===== src/rtl/taillight_pkg.sv =====
// Shared types and helpers for the taillight sequencer.
package taillight_pkg;

    typedef enum logic [1:0] {
        MODE_IDLE  = 2'd0,
        MODE_LEFT  = 2'd1,
        MODE_RIGHT = 2'd2,
        MODE_HAZ   = 2'd3
    } mode_e;

    // Ramp brightness of lamp idx at animation step: clamp(step-idx, 0, maxlvl).
    function automatic int lvl_of(input int step, input int idx, input int maxlvl);
        int d;
        d = step - idx;
        if (d < 0) return 0;
        if (d > maxlvl) return maxlvl;
        return d;
    endfunction

endpackage


===== src/rtl/taillight_seq_lamp_pwm.sv =====
// Per-lamp PWM stage: compares a brightness level against the shared PWM count.
module lamp_pwm #(
    parameter int LVL_W = 2
) (
    input  logic             clk,
    input  logic             reset,
    input  logic [LVL_W-1:0] lvl,
    input  logic [LVL_W-1:0] pwm_cnt,
    output logic             lamp
);

    // Level 0 must stay dark even though pwm_cnt==0 satisfies the compare.
    always_ff @(posedge clk or posedge reset) begin
        if (reset) lamp <= 1'b0;
        else       lamp <= (lvl != '0) && (pwm_cnt <= lvl);
    end

endmodule


===== src/rtl/taillight_seq.sv =====
// Turn/hazard taillight controller: mode FSM, step timer, level register and PWM lamps.
module taillight_seq
    import taillight_pkg::*;
#(
    parameter int LAMPS    = 3,
    parameter int LVL_W    = 2,
    parameter int STEP_DIV = 25_000_000
) (
    input  logic                   clk,
    input  logic                   reset,
    input  logic                   left,
    input  logic                   right,
    input  logic                   haz,
    output logic [LAMPS*LVL_W-1:0] lvl_l,
    output logic [LAMPS*LVL_W-1:0] lvl_r,
    output logic [LAMPS-1:0]       lamp_l,
    output logic [LAMPS-1:0]       lamp_r,
    output logic [1:0]             mode
);

    localparam int MAXLVL = (1 << LVL_W) - 1;
    localparam int NSTEP  = LAMPS + MAXLVL - 1;
    localparam int SW     = $clog2(NSTEP + 1);
    localparam int TW     = $clog2(STEP_DIV);

    mode_e                        mode_q, mode_d;
    logic [SW-1:0]                step_q, step_d;
    logic [TW-1:0]                tmr_q, tmr_d;
    logic [LVL_W-1:0]             pwm_cnt;
    logic [LAMPS-1:0][LVL_W-1:0]  lvl_l_q, lvl_r_q, lvl_l_d, lvl_r_d;
    logic                         req_haz, tick;

    assign req_haz = haz | (left & right);
    assign tick    = (mode_q != MODE_IDLE) && (tmr_q == TW'(STEP_DIV - 1));

    always_ff @(posedge clk or posedge reset) begin
        if (reset) begin
            mode_q  <= MODE_IDLE;
            step_q  <= '0;
            tmr_q   <= '0;
            pwm_cnt <= '0;
            lvl_l_q <= '0;
            lvl_r_q <= '0;
        end else begin
            mode_q  <= mode_d;
            step_q  <= step_d;
            tmr_q   <= tmr_d;
            pwm_cnt <= pwm_cnt + 1'b1;
            lvl_l_q <= lvl_l_d;
            lvl_r_q <= lvl_r_d;
        end
    end

    always_comb begin
        mode_d = mode_q;
        step_d = step_q;
        tmr_d  = (mode_q == MODE_IDLE || tick) ? '0 : tmr_q + 1'b1;
        case (mode_q)
            MODE_IDLE: begin
                if (req_haz)    begin mode_d = MODE_HAZ;   step_d = SW'(1); end
                else if (left)  begin mode_d = MODE_LEFT;  step_d = SW'(1); end
                else if (right) begin mode_d = MODE_RIGHT; step_d = SW'(1); end
            end
            MODE_LEFT, MODE_RIGHT: begin
                if (tick) begin
                    if (req_haz) begin
                        mode_d = MODE_HAZ; step_d = SW'(1);
                    end else if ((mode_q == MODE_LEFT && left) || (mode_q == MODE_RIGHT && right)) begin
                        step_d = (step_q == SW'(NSTEP)) ? '0 : step_q + 1'b1;
                    end else if (left || right) begin
                        mode_d = left ? MODE_LEFT : MODE_RIGHT; step_d = SW'(1);
                    end else begin
                        mode_d = MODE_IDLE; step_d = '0;
                    end
                end
            end
            MODE_HAZ: begin
                if (tick) begin
                    if (req_haz)    step_d = (step_q == '0) ? SW'(1) : '0;
                    else if (left)  begin mode_d = MODE_LEFT;  step_d = SW'(1); end
                    else if (right) begin mode_d = MODE_RIGHT; step_d = SW'(1); end
                    else            begin mode_d = MODE_IDLE;  step_d = '0; end
                end
            end
            default: begin
                mode_d = MODE_IDLE;
                step_d = '0;
            end
        endcase
    end

    // Levels are derived from the next mode/step so they land on the same edge.
    always_comb begin
        lvl_l_d = '0;
        lvl_r_d = '0;
        case (mode_d)
            MODE_LEFT:
                for (int i = 0; i < LAMPS; i++)
                    lvl_l_d[i] = LVL_W'(lvl_of(int'(step_d), i, MAXLVL));
            MODE_RIGHT:
                for (int i = 0; i < LAMPS; i++)
                    lvl_r_d[i] = LVL_W'(lvl_of(int'(step_d), i, MAXLVL));
            MODE_HAZ:
                if (step_d != '0) begin
                    for (int i = 0; i < LAMPS; i++) begin
                        lvl_l_d[i] = LVL_W'(MAXLVL);
                        lvl_r_d[i] = LVL_W'(MAXLVL);
                    end
                end
            default: ;
        endcase
    end

    for (genvar g = 0; g < LAMPS; g++) begin : g_lamp
        lamp_pwm #(.LVL_W(LVL_W)) u_pwm_l (
            .clk(clk), .reset(reset), .lvl(lvl_l_q[g]), .pwm_cnt(pwm_cnt), .lamp(lamp_l[g])
        );
        lamp_pwm #(.LVL_W(LVL_W)) u_pwm_r (
            .clk(clk), .reset(reset), .lvl(lvl_r_q[g]), .pwm_cnt(pwm_cnt), .lamp(lamp_r[g])
        );
    end

    assign lvl_l = lvl_l_q;
    assign lvl_r = lvl_r_q;
    assign mode  = mode_q;

endmodule


===== config.mk =====
export PLATFORM = sky130hd
export DESIGN_NAME = taillight_seq
export DESIGN_NICKNAME = d
export VERILOG_FILES = /design/src/rtl/taillight_pkg.sv /design/src/rtl/taillight_seq_lamp_pwm.sv /design/src/rtl/taillight_seq.sv
export SDC_FILE = /design/constraint.sdc
export NUM_CORES = 1
export LEC_CHECK = 0
export ABC_AREA = 1
export CAP_MARGIN = 20
export CORE_MARGIN = 2
export CORE_UTILIZATION = 63
export DETAILED_ROUTE_END_ITERATION = 16
export PLACE_DENSITY = 0.85
export RECOVER_POWER = 25
export SETUP_SLACK_MARGIN = 0.2
export SLEW_MARGIN = 20
export SYNTH_ARGS = -nofsm -noshare
export SYNTH_HDL_FRONTEND = slang
export SYNTH_SLANG_ARGS = --single-unit

===== constraint.sdc =====
create_clock -name clk -period 3.66 [get_ports clk]
set_clock_uncertainty 0.2 [all_clocks]
set_input_delay 0.732 -clock clk [delete_from_list [all_inputs] [get_ports clk]]
set_output_delay 0.732 -clock clk [all_outputs]
set_load 0.01 [all_outputs]

==> run metrics, run 1 <==
CTS tree built; Clk Latency, worst-skew pair 0.30 ns; HPWL after DPL 4910 um; Avg Inst Size Synth 7.57 um^2; worst r2r dst lvl_l[3]$_DFF_PP0_; Filler cells 372; Yosys warnings 0; Period Utilization, post-route 0.831; Switching Share 0.204; post-synth cell types 33; wire per inst 12.9 um; Max VDD drop 0.224 mV; row cnt 25; Fmax 0.329 GHz; Synth Instances 415; Final setup viols 0; fin crit period 3.04 ns; initial antenna violation count 0; Final Hold Viols 0; GRT Total Usage 0.256; area of the multi-input gates 0.00159 mm^2; Die Ht 74.6 um; largest stage delay on the critical path 0.58 ns; chip width 74.6 um; TNS Setup 0 ns; sequential share of the synthesized area 0.398; TritonCTS Sinks 50; Cell Area, Synth 0.00314 mm^2; Crit Path Max Fanout 7; Hold EP tmr_q[0]$_DFF_PP0_; Initial Utilization 0.661; leakage power 1.74 nW; hold crit path type flip-flop to flip-flop; slowest cell on the critical path clkdlybuf4s50_1; global-route wire length before repair 11000 um; Syn Nets 439; I/O pin count 25; Worst EP arrival 3.08 ns; via count 2696; Placer Congestion 0.925; GRT overflow 0; status finished clean; PwrDens 278 mW/mm^2; Iter 0 DRT Violations 210; TritonCTS Buffers 5; antenna cells 0; Die Area 0.00557 mm^2; Tightest Pin Transition 1.04 ns; Core Region 0.00475 mm^2; layout cells sized above 1 0.101; Cell Int Power 0.779 mW; Worst Setup Start Kind input port; final worst slack 0.619 ns; Switch Pwr 0.199 mW; Worst R2R Path Depth 14; Rel. slew slack 0.304; setup slack, reg-to-reg 0.68 ns; pre-CTS setup slack 0.337 ns; largest net degree at the start of global routing 29; Crit path buffers/inverters 3; Final Util 0.739; Critical Path Sink Type flip-flop; hold_sp tmr_q[0]$_DFF_PP0_; Setup Fix Bufs, Post-CTS 0; most frequent CP cell nand2_1; Root Buffer Master clkbuf_8; Final ANT Viol Nets 0; sequential share of power 0.564; vias in the first global route 2449; Worst Path Required 3.70 ns; IO Port Bufs 24; crit path cell chain clkdlybuf4s50_1 > nand2_1 > nand2_1 > o211ai_1 > nor2_1 > nand3_1 > nand2_1 > nand3_1 > nand2_1 > inv_1 > ha_1 > ha_1 > nand2_1 > inv_1 > nor2_1 > nand2_1 > nand2_2; DRC 0; Max Cap Viol 0; Worst Path Class, Setup input port to flip-flop; H-tree depth 2; FF-to-FF Start mode[1]$_DFF_PP0_; Post-CTS Resized 0; hold buffers post-CTS 0; RSZ-0062 raised after global routing no; FF+latch area 0.00125 mm^2; Crit path max-delay family simple AND/OR/NAND/NOR gates; register clock-pin slew on the reported worst setup and hold paths 0.09 ns; P&R area growth vs syn 12.0%; combinational cell fraction of total power 0.029; Slew Viols, Final 0; vias per cell 5.35; hold path depth 1; First-pass DRT Iterations 5; layout net count 461; Synth Register Bits 50; final WL 6510 um; Clk pwr share 0.407; clock buffer depth 2
-- placed cells by master (no fill, tap or decap), types with 3 or more instances in the layout --
| cell | netlist | final |
|---|---|---|
| nand2_1 | 91 | 91 |
| nand3_2 | 3 | 3 |
| inv_2 | 4 | 4 |
| nand3_1 | 28 | 28 |
| ha_1 | 19 | 19 |
| clkbuf_8 | 0 | 6 |
| clkdlybuf4s50_1 | 0 | 23 |
| o21bai_1 | 6 | 6 |
| nor3_1 | 13 | 13 |
| nor2_1 | 50 | 50 |
| dfrtp_1 | 50 | 50 |
| a21oi_1 | 25 | 25 |
| o21ai_0 | 15 | 15 |
| nor2_2 | 7 | 7 |
| nand2_2 | 11 | 11 |
| nor2_4 | 3 | 3 |
| o21ai_2 | 4 | 4 |
| nand4_1 | 6 | 6 |
| inv_1 | 54 | 54 |
-- how the worst max path moves through the flow --
stage / end / cells past startpoint / startpoint
global route: lvl_r[3]$_DFF_PP0_ / 17 / right
finish: lvl_l[3]$_DFF_PP0_ / 17 / left
global placement: lvl_r[3]$_DFF_PP0_ / 17 / right
floorplan: lvl_r[3]$_DFF_PP0_ / 15 / left
CTS: lvl_l[3]$_DFF_PP0_ / 17 / left
detailed placement: lvl_l[3]$_DFF_PP0_ / 17 / left
-- through the flow --
step / hold slack, ns / cells / total power [mW] / cell area (um^2)
global placement: 0.248 / 497 / 0.591 / 3400
floorplan: 0.233 / 415 / 0.580 / 3140
CTS: 0.275 / 504 / 0.983 / 3520
finish: 0.276 / 504 / 0.978 / 3520
detailed placement: 0.267 / 497 / 0.592 / 3400
global route: 0.286 / 504 / 1.01 / 3520
-- sequential cells by signal, summed over array words and instances, names as in the netlist --
| signal | flops |
|---|---|
| step_q | 3 |
| pwm_cnt | 2 |
| lvl_r | 6 |
| g_lamp.u_pwm_r.lamp | 3 |
| mode | 2 |
| lvl_l | 6 |
| tmr_q | 25 |
| g_lamp.u_pwm_l.lamp | 3 |
-- layout make-up --
type                    instances  area share
flip-flops and latches         50       0.356
multi-input cells             295       0.453
clock inverters                 1     0.00854
repair buffers                 26      0.0726
clock buffers                   6      0.0235
well taps                      67      0.0238
inverters                      59      0.0630
-- routing by layer --
layer,part of all wire,vias up,track usage
li1,-,1369,-
met4,0.0061,0,0.0615
met2,0.50,55,0.433
met5,0,-,0
met1,0.46,1268,0.343
met3,0.037,4,0.0488
-- cell families after synthesis --
kind of cell / after synthesis / synth area share
adder cells (fa/ha/maj): 19 / 0.0757
buffers and inverters: 70 / 0.0948
AO/OA/AOI/OAI: 58 / 0.106
XOR/XNOR: 2 / 0.00558
flip-flops: 50 / 0.398
AND/OR/NAND/NOR: 216 / 0.319
-- power by group through the flow --
stage | logic (mW) | registers [mW] | clock network (mW)
finish | 0.0280 | 0.552 | 0.398
global route | 0.0330 | 0.552 | 0.423
CTS | 0.0289 | 0.552 | 0.402
detailed placement | 0.0289 | 0.563 | 0
global placement | 0.0283 | 0.563 | 0
floorplan | 0.0173 | 0.563 | 0
-- synth_stat cells, drive strengths merged --
cell type	count	area [um^2]
a21boi	1	7.51
a21oi	25	125
a31oi	2	12.5
buf	11	76.3
clkinv	1	3.75
dfrtp	50	1250
ha	19	238
inv	58	218
nand2	103	422
nand3	31	170
nand3b	1	20.0
nand4	6	37.5
nor2	60	265
nor3	14	81.3
o211ai	2	15.0
o21a	1	7.51
o21ai	20	115
o21bai	6	45.0
o22ai	1	6.26
or2	1	6.26
xnor2	1	8.76
xor2	1	8.76
Note: power is estimated with default switching activity, not from simulation.
==> inputs of run 2 (changes only) <==
- CORE_UTILIZATION: 63 -> 53
- PLACE_DENSITY: 0.85 -> 0.77
- clock period: 3.66 -> 2.7 ns (I/O delays scaled with it)
==> run 2 against run 1 <==
  * Total power up 29%
  * Combinational power up 79%
  * Final cell count up 7.7%
  * Global-route usage down 3.1 points
  * Die area up 18%
  * Non-clock buffer count up 30
  * Sequential share of layout area down 3.3 points
  * Core utilization down 7.2 points
  * Flip-flop and latch count unchanged
  * Register-to-register slack worse by 0.40 ns
  * Worst setup slack worse by 0.34 ns
  * Design area up 10%
  * Largest cell class unchanged
==> run metrics, run 2 (synthesis results as in run 1) <==
status finished clean; initial antenna violation count 0; Crit path buffers/inverters 3; Final ANT Viol Nets 0; Critical Path Sink Type flip-flop; post-route insts no fill 543; final worst slack 0.284 ns; Iter 0 DRT Violations 194; global-route wire length before repair 11600 um; Largest register FFs 25; crit path cell chain inv_4 > ha_4 > nand2_2 > nand2_2 > o211ai_1 > or2_0 > nand2_1 > nand3_1 > nand2_1 > inv_1 > ha_4 > inv_2 > nor2_2 > nor2_1 > nand2_1 > nand2_1; commonest non-fill, non-tap cells in the layout nand2_1, inv_1, dfrtp_1; Clk Latency, worst-skew pair 0.31 ns; Final Hold Viols 0; layout cells sized above 1 0.226; Slew Viols, Final 0; RSZ-0062 raised after global routing yes; Crit path max-delay family simple AND/OR/NAND/NOR gates; commonest non-fill, non-tap cell in the layout nand2_1; Worst Path Required 2.70 ns; HPWL after DPL 5130 um; TritonCTS Buffers 5; leakage power 1.90 nW; register clock-pin slew on the reported worst setup and hold paths 0.10 ns; via count 2856; Final setup viols 0; H-tree depth 2; wire per inst 13.0 um; Crit Path Max Fanout 5; GRT overflow 0; Max Cap Viol 0; Period Utilization, post-route 0.895; setup slack, reg-to-reg 0.28 ns; final WL 7060 um; chip width 81.0 um; row cnt 28; CTS tree built; slowest cell on the critical path dfrtp_2; Placer Congestion 0.976; largest stage delay on the critical path 0.49 ns; Final Util 0.667; Tightest Pin Transition 1.01 ns; Core Region 0.00582 mm^2; First-pass DRT Iterations 5; clock buffer depth 2; Worst Setup Start Kind flip-flop; Die Ht 81.0 um; fin crit period 2.42 ns; hold buffers post-CTS 0; largest net degree at the start of global routing 28; Die Area 0.00656 mm^2; I/O pin count 25; TritonCTS Sinks 50; antenna cells 0; most frequent CP cell nand2_1; Max VDD drop 0.285 mV; hold slack 0.278 ns; Root Buffer Master clkbuf_8; Filler cells 499; Fmax 0.414 GHz; vias in the first global route 2698; hold crit path type flip-flop to flip-flop; Worst EP arrival 2.42 ns; pre-CTS setup slack -0.268 ns; DRC 0; IO Port Bufs 24; GRT Total Usage 0.225; vias per cell 5.26; DP Cell Count 521; Largest Register tmr_q; layout net count 491; P&R area growth vs syn 23.6%; Initial Utilization 0.540; Worst Path Class, Setup flip-flop to flip-flop; PwrDens 325 mW/mm^2; Rel. slew slack 0.323; TNS Setup 0 ns
run 2: changes by cell type in the layout (fill, tap and decap cells not counted), sizes merged:
cell,previous run,this run
buf,2,32
bufinv,1,0
clkinv,1,2
dlymetal6s2s,0,1
clkdlybuf4s50,23,20
dlygate4sd2,0,2
clkbuf,6,5
inv,58,60
run 2: cell type report:
class / count / area (um^2) / area share
Multi-Input combinational cell: 295 / 1730 / 0.445
Sequential cell: 50 / 1250 / 0.323
Timing Repair Buffer: 56 / 484 / 0.125
Inverter: 59 / 225 / 0.0580
Tap cell: 75 / 93.8 / 0.0242
Clock buffer: 5 / 68.8 / 0.0177
Clock inverter: 3 / 26.3 / 0.00677
run 2: metrics by stage:
stage | total power [mW] | instance area (um^2)
floorplan | 0.787 | 3140
global placement | 0.812 | 3530
detailed placement | 0.813 | 3530
CTS | 1.27 | 3660
global route | 1.32 | 3880
finish | 1.26 | 3880
run 2: path summary, 6_finish.rpt:
kind,from,depth (start not counted),end
worst max-delay path,mode[1]$_DFF_PP0_,16,lvl_l[2]$_DFF_PP0_
worst min-delay path,pwm_cnt[0]$_DFF_PP0_,1,pwm_cnt[1]$_DFF_PP0_
worst max register to register,mode[1]$_DFF_PP0_,16,lvl_l[2]$_DFF_PP0_
worst min register to register,pwm_cnt[0]$_DFF_PP0_,1,pwm_cnt[1]$_DFF_PP0_
max in group asynchronous,reset,3,tmr_q[8]$_DFF_PP0_
min in group asynchronous,reset,2,g_lamp[0].u_pwm_l.lamp$_DFF_PP0_
run 2: per-layer routing:
metal	GRT usage	up-vias	share of wire
li1	-	1433	-
met1	0.296	1340	0.45
met2	0.379	75	0.50
met3	0.0389	8	0.040
met4	0.0712	0	0.014
met5	0	-	0
run 2: where the power goes:
group	internal, mW	switching [mW]	leakage [nW]
Sequential	0.748	0	0.656
Combinational	0.0186	0.0316	1.19
Clock	0.191	0.273	0.0491
run 2: worst register-to-register path, delay by kind of cell, from the launching register on:
kind / cells / cell delay, ns
flip-flops: 1 / 0.49
buffers and inverters: 3 / 0.24
adder cells (fa/ha/maj): 2 / 0.41
AND/OR/NAND/NOR: 10 / 0.87
AO/OA/AOI/OAI: 1 / 0.10
run 2: timing repair:
item | 4_1_cts | 5_1_grt
hold endpoints to repair | 0 | 0
endpoints found under the setup margin | 12 | 13
gates resized for setup | 8 | 37
buffers inserted | 4 | 10
pin swaps | 0 | 17
==> inputs of run 3 (changes only) <==
- GPL_ROUTABILITY_DRIVEN: not set -> 0
==> results of run 3 <==
No change in the layout: final DEF, timing and power equal those of run 2.
